===== src/rtl/alu_cmd_sequencer.sv =====
// Command sequencer around a combinational ALU: latches a command, issues registered
// operands, captures the result one cycle later and writes it back to a small register file.
module alu_cmd_sequencer #(
  parameter int DATA_W = 8,
  parameter int OP_W   = 4,
  parameter int ADDR_W = 2
) (
  input  logic              clk,
  input  logic              rst,
  input  logic              cmd_valid,
  output logic              cmd_ready,
  input  logic [OP_W-1:0]   cmd_op,
  input  logic [ADDR_W-1:0] cmd_src_a,
  input  logic [ADDR_W-1:0] cmd_src_b,
  input  logic              cmd_imm_en,
  input  logic [DATA_W-1:0] cmd_imm,
  input  logic [ADDR_W-1:0] cmd_dst,
  input  logic              wr_en,
  input  logic [ADDR_W-1:0] wr_addr,
  input  logic [DATA_W-1:0] wr_data,
  input  logic [ADDR_W-1:0] rd_addr,
  output logic [DATA_W-1:0] rd_data,
  output logic [DATA_W-1:0] alu_a,
  output logic [DATA_W-1:0] alu_b,
  output logic [OP_W-1:0]   alu_op,
  input  logic [DATA_W-1:0] alu_result,
  input  logic              alu_carry,
  output logic              done,
  output logic              carry_flag
);

  localparam int NUM_REGS = 2 ** ADDR_W;

  typedef enum logic [1:0] {IDLE, ISSUE, EXEC, WB} state_e;

  state_e              state_q, state_d;
  logic [OP_W-1:0]     op_q;
  logic [ADDR_W-1:0]   src_a_q, src_b_q, dst_q;
  logic                imm_en_q;
  logic [DATA_W-1:0]   imm_q;
  logic [DATA_W-1:0]   regs_q [NUM_REGS];
  logic [DATA_W-1:0]   regs_d [NUM_REGS];
  logic [DATA_W-1:0]   alu_a_q, alu_b_q, res_q;
  logic [OP_W-1:0]     alu_op_q;
  logic                carry_q, carry_flag_q, done_q;

  always_comb begin
    state_d = state_q;
    case (state_q)
      IDLE:    if (cmd_valid) state_d = ISSUE;
      ISSUE:   state_d = EXEC;
      EXEC:    state_d = WB;
      WB:      state_d = IDLE;
      default: state_d = IDLE;
    endcase
  end

  // NOTE: blocking assignments in combinational logic; the writeback is assigned last so it
  // overrides a host write to the same register on the WB edge.
  always_comb begin
    regs_d = regs_q;
    if (wr_en) regs_d[wr_addr] = wr_data;
    if (state_q == WB) regs_d[dst_q] = res_q;
  end

  // NOTE: sequential state uses non-blocking assignments only. The register file is small and
  // must read as zero after reset, so it is reset along with the control state.
  always_ff @(posedge clk or posedge rst) begin
    if (rst) begin
      state_q <= IDLE;
      for (int i = 0; i < NUM_REGS; i++) regs_q[i] <= '0;
      done_q       <= 1'b0;
      carry_flag_q <= 1'b0;
    end else begin
      state_q <= state_d;
      regs_q  <= regs_d;
      done_q  <= (state_q == WB);
      if (state_q == WB) carry_flag_q <= carry_q;
    end
  end

  always_ff @(posedge clk or posedge rst) begin
    if (rst) begin
      op_q     <= '0;
      src_a_q  <= '0;
      src_b_q  <= '0;
      imm_en_q <= 1'b0;
      imm_q    <= '0;
      dst_q    <= '0;
      alu_a_q  <= '0;
      alu_b_q  <= '0;
      alu_op_q <= '0;
      res_q    <= '0;
      carry_q  <= 1'b0;
    end else begin
      if (state_q == IDLE && cmd_valid) begin
        op_q     <= cmd_op;
        src_a_q  <= cmd_src_a;
        src_b_q  <= cmd_src_b;
        imm_en_q <= cmd_imm_en;
        imm_q    <= cmd_imm;
        dst_q    <= cmd_dst;
      end
      // Operands come from regs_q, so a host write on this same edge is not observed.
      if (state_q == ISSUE) begin
        alu_a_q  <= regs_q[src_a_q];
        alu_b_q  <= imm_en_q ? imm_q : regs_q[src_b_q];
        alu_op_q <= op_q;
      end
      if (state_q == EXEC) begin
        res_q   <= alu_result;
        carry_q <= alu_carry;
      end
    end
  end

  assign cmd_ready  = (state_q == IDLE);
  assign rd_data    = regs_q[rd_addr];
  assign alu_a      = alu_a_q;
  assign alu_b      = alu_b_q;
  assign alu_op     = alu_op_q;
  assign done       = done_q;
  assign carry_flag = carry_flag_q;

endmodule


===== config.mk =====
export PLATFORM = sky130hd
export DESIGN_NAME = alu_cmd_sequencer
export DESIGN_NICKNAME = d
export VERILOG_FILES = /design/src/rtl/alu_cmd_sequencer.sv
export SDC_FILE = /design/constraint.sdc
export NUM_CORES = 1
export LEC_CHECK = 0
export CORE_AREA = 2 2 122 124
export DETAILED_ROUTE_END_ITERATION = 16
export DIE_AREA = 0 0 124 126
export HOLD_SLACK_MARGIN = 0.15
export RECOVER_POWER = 100
export SLEW_MARGIN = 30
export SYNTH_ARGS = -nofsm -noshare
export SYNTH_HDL_FRONTEND = slang
export SYNTH_SLANG_ARGS = --single-unit
export TNS_END_PERCENT = 1

===== constraint.sdc =====
create_clock -name clk -period 7.1 [get_ports clk]
set_clock_uncertainty 0.2 [all_clocks]
set_input_delay 1.775 -clock clk [delete_from_list [all_inputs] [get_ports clk]]
set_output_delay 1.775 -clock clk [all_outputs]
set_load 0.03 [all_outputs]

==> metrics.yaml, run 1 <==
sta:
  finalHoldWorstSlack_ps: 293.0
  slew_headroom_pct: -145.5
  setup_viol: 0
  maxSlewViolCount: 85
  rsz0062_at_grt: "no"
  fmax_ghz: 0.1669
  finalHoldViolCount: 0
  tightest_slew_ps: 3683
  finalCriticalPeriod_ps: 5991
  layout_setup_ws_ps: 1109
  tns_ps: 0
  period_share_pct: 84.38
route:
  viasPerCell: 4.765
  drtPass1Iterations: 4
  drc: 0
  drt_wl_total_microns: 9684
  wl_per_cell_microns: 17.08
  drt_iter0_markers: 201
  antenna_left: 0
  vias: 2702
clock_network:
  worstSkewPairLatency_ps: 340
  cts_tree: "built"
  hold_buffers: 0
  worst_setup_hold_path_clk_slew_ps: 60
  ctsResizeCount: 0
  clockBufferDepth: 2
  post_cts_buffers: 0
  cts_htree_levels: 3
  clock-sinks: 84
  root_buffer: "clkbuf_16"
  cts_made_buffers: 9
placement:
  pre_cts_ws_ps: 1232
  port_buffers: 74
  place_hpwl_microns: 7002
  routabilityCongestion: 0.7620
  placed_area_sq_mm: 0.005077
floorplanning:
  pin_count: 75
  core-area_sq_mm: 0.01431
  die_x_microns: 124
  num_rows: 44
  initial_core_util_pct: 29.36
  die_h_microns: 126
  die_area_sq_mm: 0.01562
layout:
  diodes: 0
  design_area_sq_mm: 0.005359
  final_cell_mix: "84 x dfrtp_1, 42 x dlygate4sd3_1, 40 x mux2i_1, 32 x clkdlybuf4s50_1, 30 x nor2_1"
  syn_to_final_growth_pct: 27.51
  drive_gt1_share_pct: 19.32
  nNetsFinal: 427
  final_common_cell: "dfrtp_1"
  fill_cells: 1391
setup_path:
  cp_cell_sequence: "dlygate4sd3_1, mux4_2, dlygate4sd3_1"
  critPathBufInv: 2
  critPathCaptureType: "primary output"
  crit_top_cell: "dlygate4sd3_1"
  cp_slowest_cell: "dlygate4sd3_1"
  cp-start-kind: "input port"
  arrival_ps: 4020
  path_delay_family: "buffers and inverters"
  critPathMaxFanout: 8
  crit_type: "in -> out"
  cp_data_required_time_ps: 5120
  max_stage_delay_ps: 940
pwr:
  cellLeakagePower_nw: 2.236
  vdd_drop_max_mv: 0.1396
  cellPowerDensity_mw_per_mm2: 479.8
  p_total_mw: 2.571
global_routing:
  grt_util_all_layers_pct: 13.55
  grt_max_degree: 85
  grt-ovfl-total: 0
  antenna_found_initial: 0
  grt_pass1_wl_microns: 16020
  grt_pass1_vias: 2834
run:
  maxCapViolations: 1
synth:
  synth.avg_cell_area_sq_um: 13.51
  synthesis.area_sq_mm: 0.004203
  synth_fp_nets: 360
  synth_top_area_share_pct: 50.01
  post_synth_num_cell_types: 25
  synth.ff_latch_count: 84
  yosysSeqAreaShare_pct: 50.01
  yosysTopAreaCell: "dfrtp_1"
  synthTopCellsByArea: "dfrtp_1 50%, mux4_2 13%, mux2i_1 9.5%"
  synthCells: 311
  yosys_warnings: 0
run_status:
  status: "finished, violations left"
  violations: "max-capacitance violations, max-slew violations"
worst_hold_path:
  hp-class: "reg -> reg"
## where the power goes
part	internal, mW	switching, mW
logic	0.576	0.504
registers	0.728	0.266
clock network	0.316	0.183
## synthesized netlist by cell type
| cell type | count |
|---|---|
| mux4_2 | 24 |
| nand2_1 | 9 |
| nand3_1 | 1 |
| mux2_1 | 11 |
| nor2b_1 | 1 |
| nor3_1 | 1 |
| inv_1 | 3 |
| clkbuf_2 | 1 |
| ha_1 | 5 |
| a21oi_1 | 25 |
| buf_6 | 4 |
| nor2_2 | 2 |
| nand3b_1 | 4 |
| mux2_4 | 7 |
| o21ai_1 | 8 |
| a21oi_2 | 8 |
| nor3b_1 | 1 |
| mux2i_1 | 40 |
| dfrtp_1 | 84 |
| and3_1 | 1 |
| or3b_1 | 1 |
| buf_2 | 11 |
| nor2_1 | 30 |
| clkbuf_1 | 5 |
| mux2_2 | 24 |
## through the flow
stage	utilization [%]	std cells
floorplan	-	311
global placement	35.45	551
detailed placement	35.47	551
CTS	37.69	567
global route	37.44	567
finish	37.44	567
## area by class of cell
class / count / area [sq um] / area share [%]
flip-flops and latches: 84 / 2102 / 39.22
multi-input cells: 203 / 1939 / 36.19
repair buffers: 77 / 757.0 / 14.13
clock buffers: 11 / 242.7 / 4.530
well taps: 184 / 230.2 / 4.296
clock inverters: 5 / 75.07 / 1.401
inverters: 3 / 12.51 / 0.2335
## cells by family (layout without fill, tap and decap cells)
family          count (synthesis)  in the layout  share of synthesized area, %
simple gates                   51             51                         5.418
flops                          84             84                         50.01
mux                           106            106                         34.27
fa+ha+maj                       5              5                         1.489
compound gates                 41             41                         5.597
buf+inv                        24             96                         3.215
## worst paths after layout
path / from / endpoint / slack [ps] / cells past startpoint
worst max-delay path: rd_addr[0] / rd_data[4] / 1110 / 3
worst min-delay path: imm_q[4] / imm_q[4] / 290 / 1
worst max register to register: state_q[1] / alu_op[3] / 4660 / 4
worst min register to register: imm_q[4] / imm_q[4] / 290 / 1
max in group asynchronous: rst / alu_b[0] / 1480 / 3
min in group asynchronous: rst / state_q[0] / 3140 / 3
## sequential cells by signal, indices dropped and copies added (netlist names), 4 cells and up
register  count
alu_b         8
res_q         8
alu_op        4
imm_q         8
regs_q       32
op_q          4
alu_a         8
## metal layers
layer	share of wire [%]	up-vias	global-route usage, %
met3	5.9	14	4.121
li1	-	1270	-
met4	2.1	0	5.089
met2	47	74	20.94
met1	45	1344	17.89
met5	0	-	0
## worst register-to-register path, cell delays in order (launching register included)
cell      delay [ps]
dfrtp_1          410
inv_1            110
ha_1             150
clkbuf_1        1020
mux2_2           440
(Power assumes the default switching activity.)
==> inputs of run 2 (changes only) <==
- clock period: 7.1 -> 4.97 ns (I/O delays scaled with it)
==> run 2 against run 1 <==
Final area shrank 0.49%. Core utilization shrank 0.18 points. Critical path type unchanged. Total power grew 40%. Clock power grew 25%. The run still ends with max-capacitance violations, max-slew violations left. Non-clock buffer count grew 3. Combinational power grew 43%. Critical path depth grew 1.
==> metrics.yaml, run 2 (same netlist as run 1, synthesis figures left out) <==
run_status:
  status: "finished, violations left"
  violations: "max-capacitance violations, max-slew violations"
sta:
  finalHoldViolCount: 0  # unchanged
  setup_viol: 0  # unchanged
  fmax_ghz: 0.2167
  maxSlewViolCount: 66  # -22%
  finalCriticalPeriod_ps: 4615
  layout_setup_ws_ps: 355.4  # -753.3 ps
  slew_headroom_pct: -7.440  # +140 points
  period_share_pct: 92.85
  tns_ps: 0  # unchanged
  rsz0062_at_grt: "no"
  tightest_slew_ps: 1603  # -2080 ps
layout:
  multiInputGateArea_sq_mm: 0.001939  # unchanged
  final_cell_mix: "84 x dfrtp_1, 43 x dlygate4sd3_1, 40 x mux2i_1, 31 x clkdlybuf4s50_1, 30 x nor2_1"
  nNetsFinal: 430  # +0.70%
  regArea_sq_mm: 0.002102  # unchanged
  largest_register_ffs: 32  # unchanged
  syn_to_final_growth_pct: 26.88
  largest_register: "regs_q"
  drive_gt1_share_pct: 19.27  # -0.050 points
  final_common_cell: "dfrtp_1"
  diodes: 0  # unchanged
  fill_cells: 1405  # +1.0%
  design_area_sq_mm: 0.005333  # -0.49%
route:
  drt_wl_total_microns: 9663  # -0.22%
  antenna_left: 0  # unchanged
  drc: 0  # unchanged
  drt_iter0_markers: 186  # -7.5%
  drtPass1Iterations: 4  # unchanged
  vias: 2737  # +1.3%
  viasPerCell: 4.819  # +1.1%
  wl_per_cell_microns: 17.01  # -0.39%
setup_path:
  cp-start-kind: "input port"
  critPathBufInv: 3  # +1
  crit_type: "in -> out"
  cp.depth: 4  # +1
  critPathMaxFanout: 8  # unchanged
  path_delay_family: "buffers and inverters"
  cp_data_required_time_ps: 3530  # -1590 ps
  arrival_ps: 3170  # -850 ps
  reg2reg_depth: 4  # unchanged
  critPathCaptureType: "primary output"
  cp_cell_sequence: "clkdlybuf4s50_1, buf_4, mux4_2, dlygate4sd3_1"
  cp_slowest_cell: "dlygate4sd3_1"
  max_stage_delay_ps: 710  # -230 ps
clock_network:
  cts_made_buffers: 9  # unchanged
  post_cts_buffers: 0  # unchanged
  worst_setup_hold_path_clk_slew_ps: 60  # about the same
  clockBufferDepth: 2  # unchanged
  clock-sinks: 84  # unchanged
  hold_buffers: 0  # unchanged
  cts_tree: "built"
  cts_htree_levels: 3  # unchanged
  worstSkewPairLatency_ps: 330  # about the same
  root_buffer: "clkbuf_16"
  ctsResizeCount: 0  # unchanged
run:
  maxCapViolations: 2  # +1
placement:
  pre_cts_ws_ps: 429.9  # -801.8 ps
  place_hpwl_microns: 7367  # +5.2%
  port_buffers: 74  # unchanged
  routabilityCongestion: 0.7714  # +1.2%
  placed_area_sq_mm: 0.005096  # +0.37%
floorplanning:
  initial_core_util_pct: 29.36  # unchanged
  core-area_sq_mm: 0.01431  # unchanged
  die_x_microns: 124  # unchanged
  die_h_microns: 126  # unchanged
  num_rows: 44  # unchanged
  die_area_sq_mm: 0.01562  # unchanged
  pin_count: 75  # unchanged
global_routing:
  grt_pass1_vias: 2924  # +3.2%
  grt_pass1_wl_microns: 15840  # -1.1%
  grt_max_degree: 36  # -58%
  grt_util_all_layers_pct: 13.31  # -0.24 points
  grt-ovfl-total: 0  # unchanged
  antenna_found_initial: 0  # unchanged
pwr:
  cellPowerDensity_mw_per_mm2: 672.9  # +40%
  vdd_drop_max_mv: 0.1861  # +33%
  cellLeakagePower_nw: 2.216  # -0.87%
worst_hold_path:
  whs_path_depth: 1  # unchanged
  hp-class: "reg -> reg"
run 2: power by group:
group          switching, mW  internal [mW]
Combinational          0.722          0.821
Clock                  0.247          0.374
Sequential             0.386           1.04
run 2: per-layer routing:
layer / global-route usage [%] / up-vias / routed length [microns]
li1: - / 1274 / -
met1: 16.77 / 1361 / 4167
met2: 21.17 / 81 / 4593
met3: 3.714 / 21 / 606
met4: 6.081 / 0 / 295
met5: 0 / - / 0
run 2: path summary, 6_finish.rpt:
kind | start | endpoint | slack [ps]
worst max register to register | state_q[1] | alu_op[3] | 2530
worst max-delay path | rd_addr[0] | rd_data[4] | 360
worst min register to register | imm_q[1] | imm_q[1] | 290
worst min-delay path | imm_q[1] | imm_q[1] | 290
min in group asynchronous | rst | op_q[1] | 1540
max in group asynchronous | rst | regs_q[29] | 1000
run 2: area by class of cell:
| cell class | instances | share of cell area [%] |
|---|---|---|
| Sequential cell | 84 | 39.42 |
| Multi-Input combinational cell | 203 | 36.37 |
| Timing Repair Buffer | 80 | 14.45 |
| Clock buffer | 13 | 5.068 |
| Tap cell | 184 | 4.317 |
| Inverter | 3 | 0.2346 |
| Clock inverter | 1 | 0.1408 |
run 2: stage by stage:
stage                     instances  util, %  power, mW  hold WS, ps
after CTS                       568    37.54      3.744        296.3
after global routing            568    37.26      3.828        300.7
after detailed placement        554    35.60      3.109        283.1
after global placement          554    35.60      3.051        273.5
after floorplan                 311        -      2.566        264.0
final                           568    37.26      3.589        288.4
run 2: worst reg2reg max path, stage by stage (launching register included):
cell	delay, ps
dfrtp_1	410
inv_1	120
ha_1	150
clkbuf_1	1020
mux2_2	440
==> inputs of run 3 (changes only) <==
==> constraint.sdc (replaced) <==
create_clock -name clk -period 4.97 [get_ports clk]
set_clock_uncertainty 0.2 [all_clocks]
set_input_delay 0.994 -clock clk [delete_from_list [all_inputs] [get_ports clk]]
set_output_delay 0.994 -clock clk [all_outputs]
set_load 0.03 [all_outputs]
==> run 3 against run 2 <==
The flow still finishes with violations (max-capacitance violations, max-slew violations). Global-route usage up 0.069 points. Combinational power is essentially flat. Worst setup slack improved by 190 ps. Largest power group unchanged.
==> metrics.yaml, run 3 (same netlist as run 1, synthesis figures left out) <==
setup_path:
  path_delay_family: "buffers and inverters"
  cp-start-kind: "input port"
  max_stage_delay_ps: 920  # +210 ps
  critPathBufInv: 2  # -1
  cp_data_required_time_ps: 3780  # +250 ps
  arrival_ps: 3230  # +60 ps
  cp_cell_sequence: "dlygate4sd3_1, mux4_2, dlygate4sd3_1"
  crit_top_cell: "dlygate4sd3_1"
  cp_slowest_cell: "dlygate4sd3_1"
  crit_type: "in -> out"
  critPathMaxFanout: 8  # unchanged
  critPathCaptureType: "primary output"
floorplanning:
  die_h_microns: 126  # unchanged
  pin_count: 75  # unchanged
  num_rows: 44  # unchanged
  initial_core_util_pct: 29.36  # unchanged
  core-area_sq_mm: 0.01431  # unchanged
  die_area_sq_mm: 0.01562  # unchanged
  die_x_microns: 124  # unchanged
global_routing:
  grt-ovfl-total: 0  # unchanged
  grt_util_all_layers_pct: 13.38  # +0.069 points
  antenna_found_initial: 0  # unchanged
  grt_pass1_wl_microns: 15760  # -0.52%
  grt_max_degree: 56  # +56%
  grt_pass1_vias: 2875  # -1.7%
sta:
  slew_headroom_pct: -63.41  # -56 points
  finalHoldWorstSlack_ps: 280.7  # -7.657 ps
  rsz0062_at_grt: "no"
  tightest_slew_ps: 2438  # +835.0 ps
  finalCriticalPeriod_ps: 4425  # -189.7 ps
  finalHoldViolCount: 0  # unchanged
  maxSlewViolCount: 56  # -15%
  setup_viol: 0  # unchanged
  fmax_ghz: 0.2260  # +4.3%
  tns_ps: 0  # unchanged
  period_share_pct: 89.03  # -3.8 points
route:
  drt_iter0_markers: 255  # +37%
  viasPerCell: 4.717  # -2.1%
  vias: 2665  # -2.6%
  drc: 0  # unchanged
  drt_wl_total_microns: 9719  # +0.58%
  antenna_left: 0  # unchanged
  drtPass1Iterations: 4  # unchanged
  wl_per_cell_microns: 17.20  # +1.1%
worst_hold_path:
  hp-class: "reg -> reg"
layout:
  final_cell_mix: "84 x dfrtp_1, 40 x mux2i_1, 40 x clkdlybuf4s50_1, 34 x dlygate4sd3_1, 30 x nor2_1"
  nNetsFinal: 427  # -0.70%
  diodes: 0  # unchanged
  largest_register: "regs_q"
  syn_to_final_growth_pct: 26.79  # about the same
  drive_gt1_share_pct: 19.16  # -0.11 points
  largest_register_ffs: 32  # unchanged
  final_common_cell: "dfrtp_1"
clock_network:
  clock-sinks: 84  # unchanged
  cts_htree_levels: 3  # unchanged
  root_buffer: "clkbuf_16"
  post_cts_buffers: 0  # unchanged
  cts_tree: "built"
  worst_setup_hold_path_clk_slew_ps: 60  # about the same
  hold_buffers: 0  # unchanged
  clockBufferDepth: 2  # unchanged
  worstSkewPairLatency_ps: 330  # about the same
  ctsResizeCount: 0  # unchanged
  cts_made_buffers: 9  # unchanged
placement:
  port_buffers: 74  # unchanged
  routabilityCongestion: 0.7554  # -2.1%
  place_hpwl_microns: 7253  # -1.6%
run_status:
  status: "finished, violations left"
  violations: "max-capacitance violations, max-slew violations"
pwr:
  cellPowerDensity_mw_per_mm2: 681.8  # +1.3%
  vdd_drop_max_mv: 0.2058  # +11%
  cellLeakagePower_nw: 2.218  # about the same
run:
  maxCapViolations: 1  # -1
## run 3: cell count changes in the layout (fill, tap and decap cells not counted), sizes merged
cell and delta:
clkdlybuf4s50 +9, dlygate4sd3 -9, buf -2, clkbuf -2, bufinv +1, clkinv +1, clkinvlp -1
## run 3: worst paths after layout
kind / start / end / slack (ps) / cells past startpoint
worst min register to register: alu_a[3] / alu_a[3] / 280 / 1
worst max-delay path: rd_addr[0] / rd_data[5] / 550 / 3
max in group asynchronous: rst / imm_q[3] / 1390 / 3
min in group asynchronous: rst / done / 1580 / 2
worst min-delay path: alu_a[3] / alu_a[3] / 280 / 1
worst max register to register: state_q[1] / alu_op[2] / 2530 / 4
## run 3: layer usage
metal	share of wire, %	GRT usage, %	wire length, microns
met1	45	17.81	4391
met2	48	20.75	4648
met3	4.9	3.351	478
met4	2.1	5.618	201
met5	0	0	0
## run 3: layout make-up
cell class	instances	area, sq um
clock buffers	12	256.5
flip-flops and latches	84	2102
repair buffers	77	753.2
clock inverters	2	35.03
multi-input cells	203	1939
inverters	3	12.51
well taps	184	230.2
fillers	1383	8985
## run 3: report_power, final
part	total, mW	switching [mW]	internal (mW)
clock network	0.665	0.255	0.410
registers	1.42	0.384	1.04
logic	1.54	0.720	0.825
## run 3: stage by stage
step	total power, mW	worst slack, ps	std cells	util (%)	cell area [sq um]
after global placement	3.049	685.8	551	35.45	5074
after global routing	3.878	482.6	565	37.23	5329
final	3.633	545.1	565	37.23	5329
after floorplan	2.566	1611	311	-	4203
after CTS	3.784	679.4	565	37.48	5365
after detailed placement	3.109	679.4	551	35.45	5074
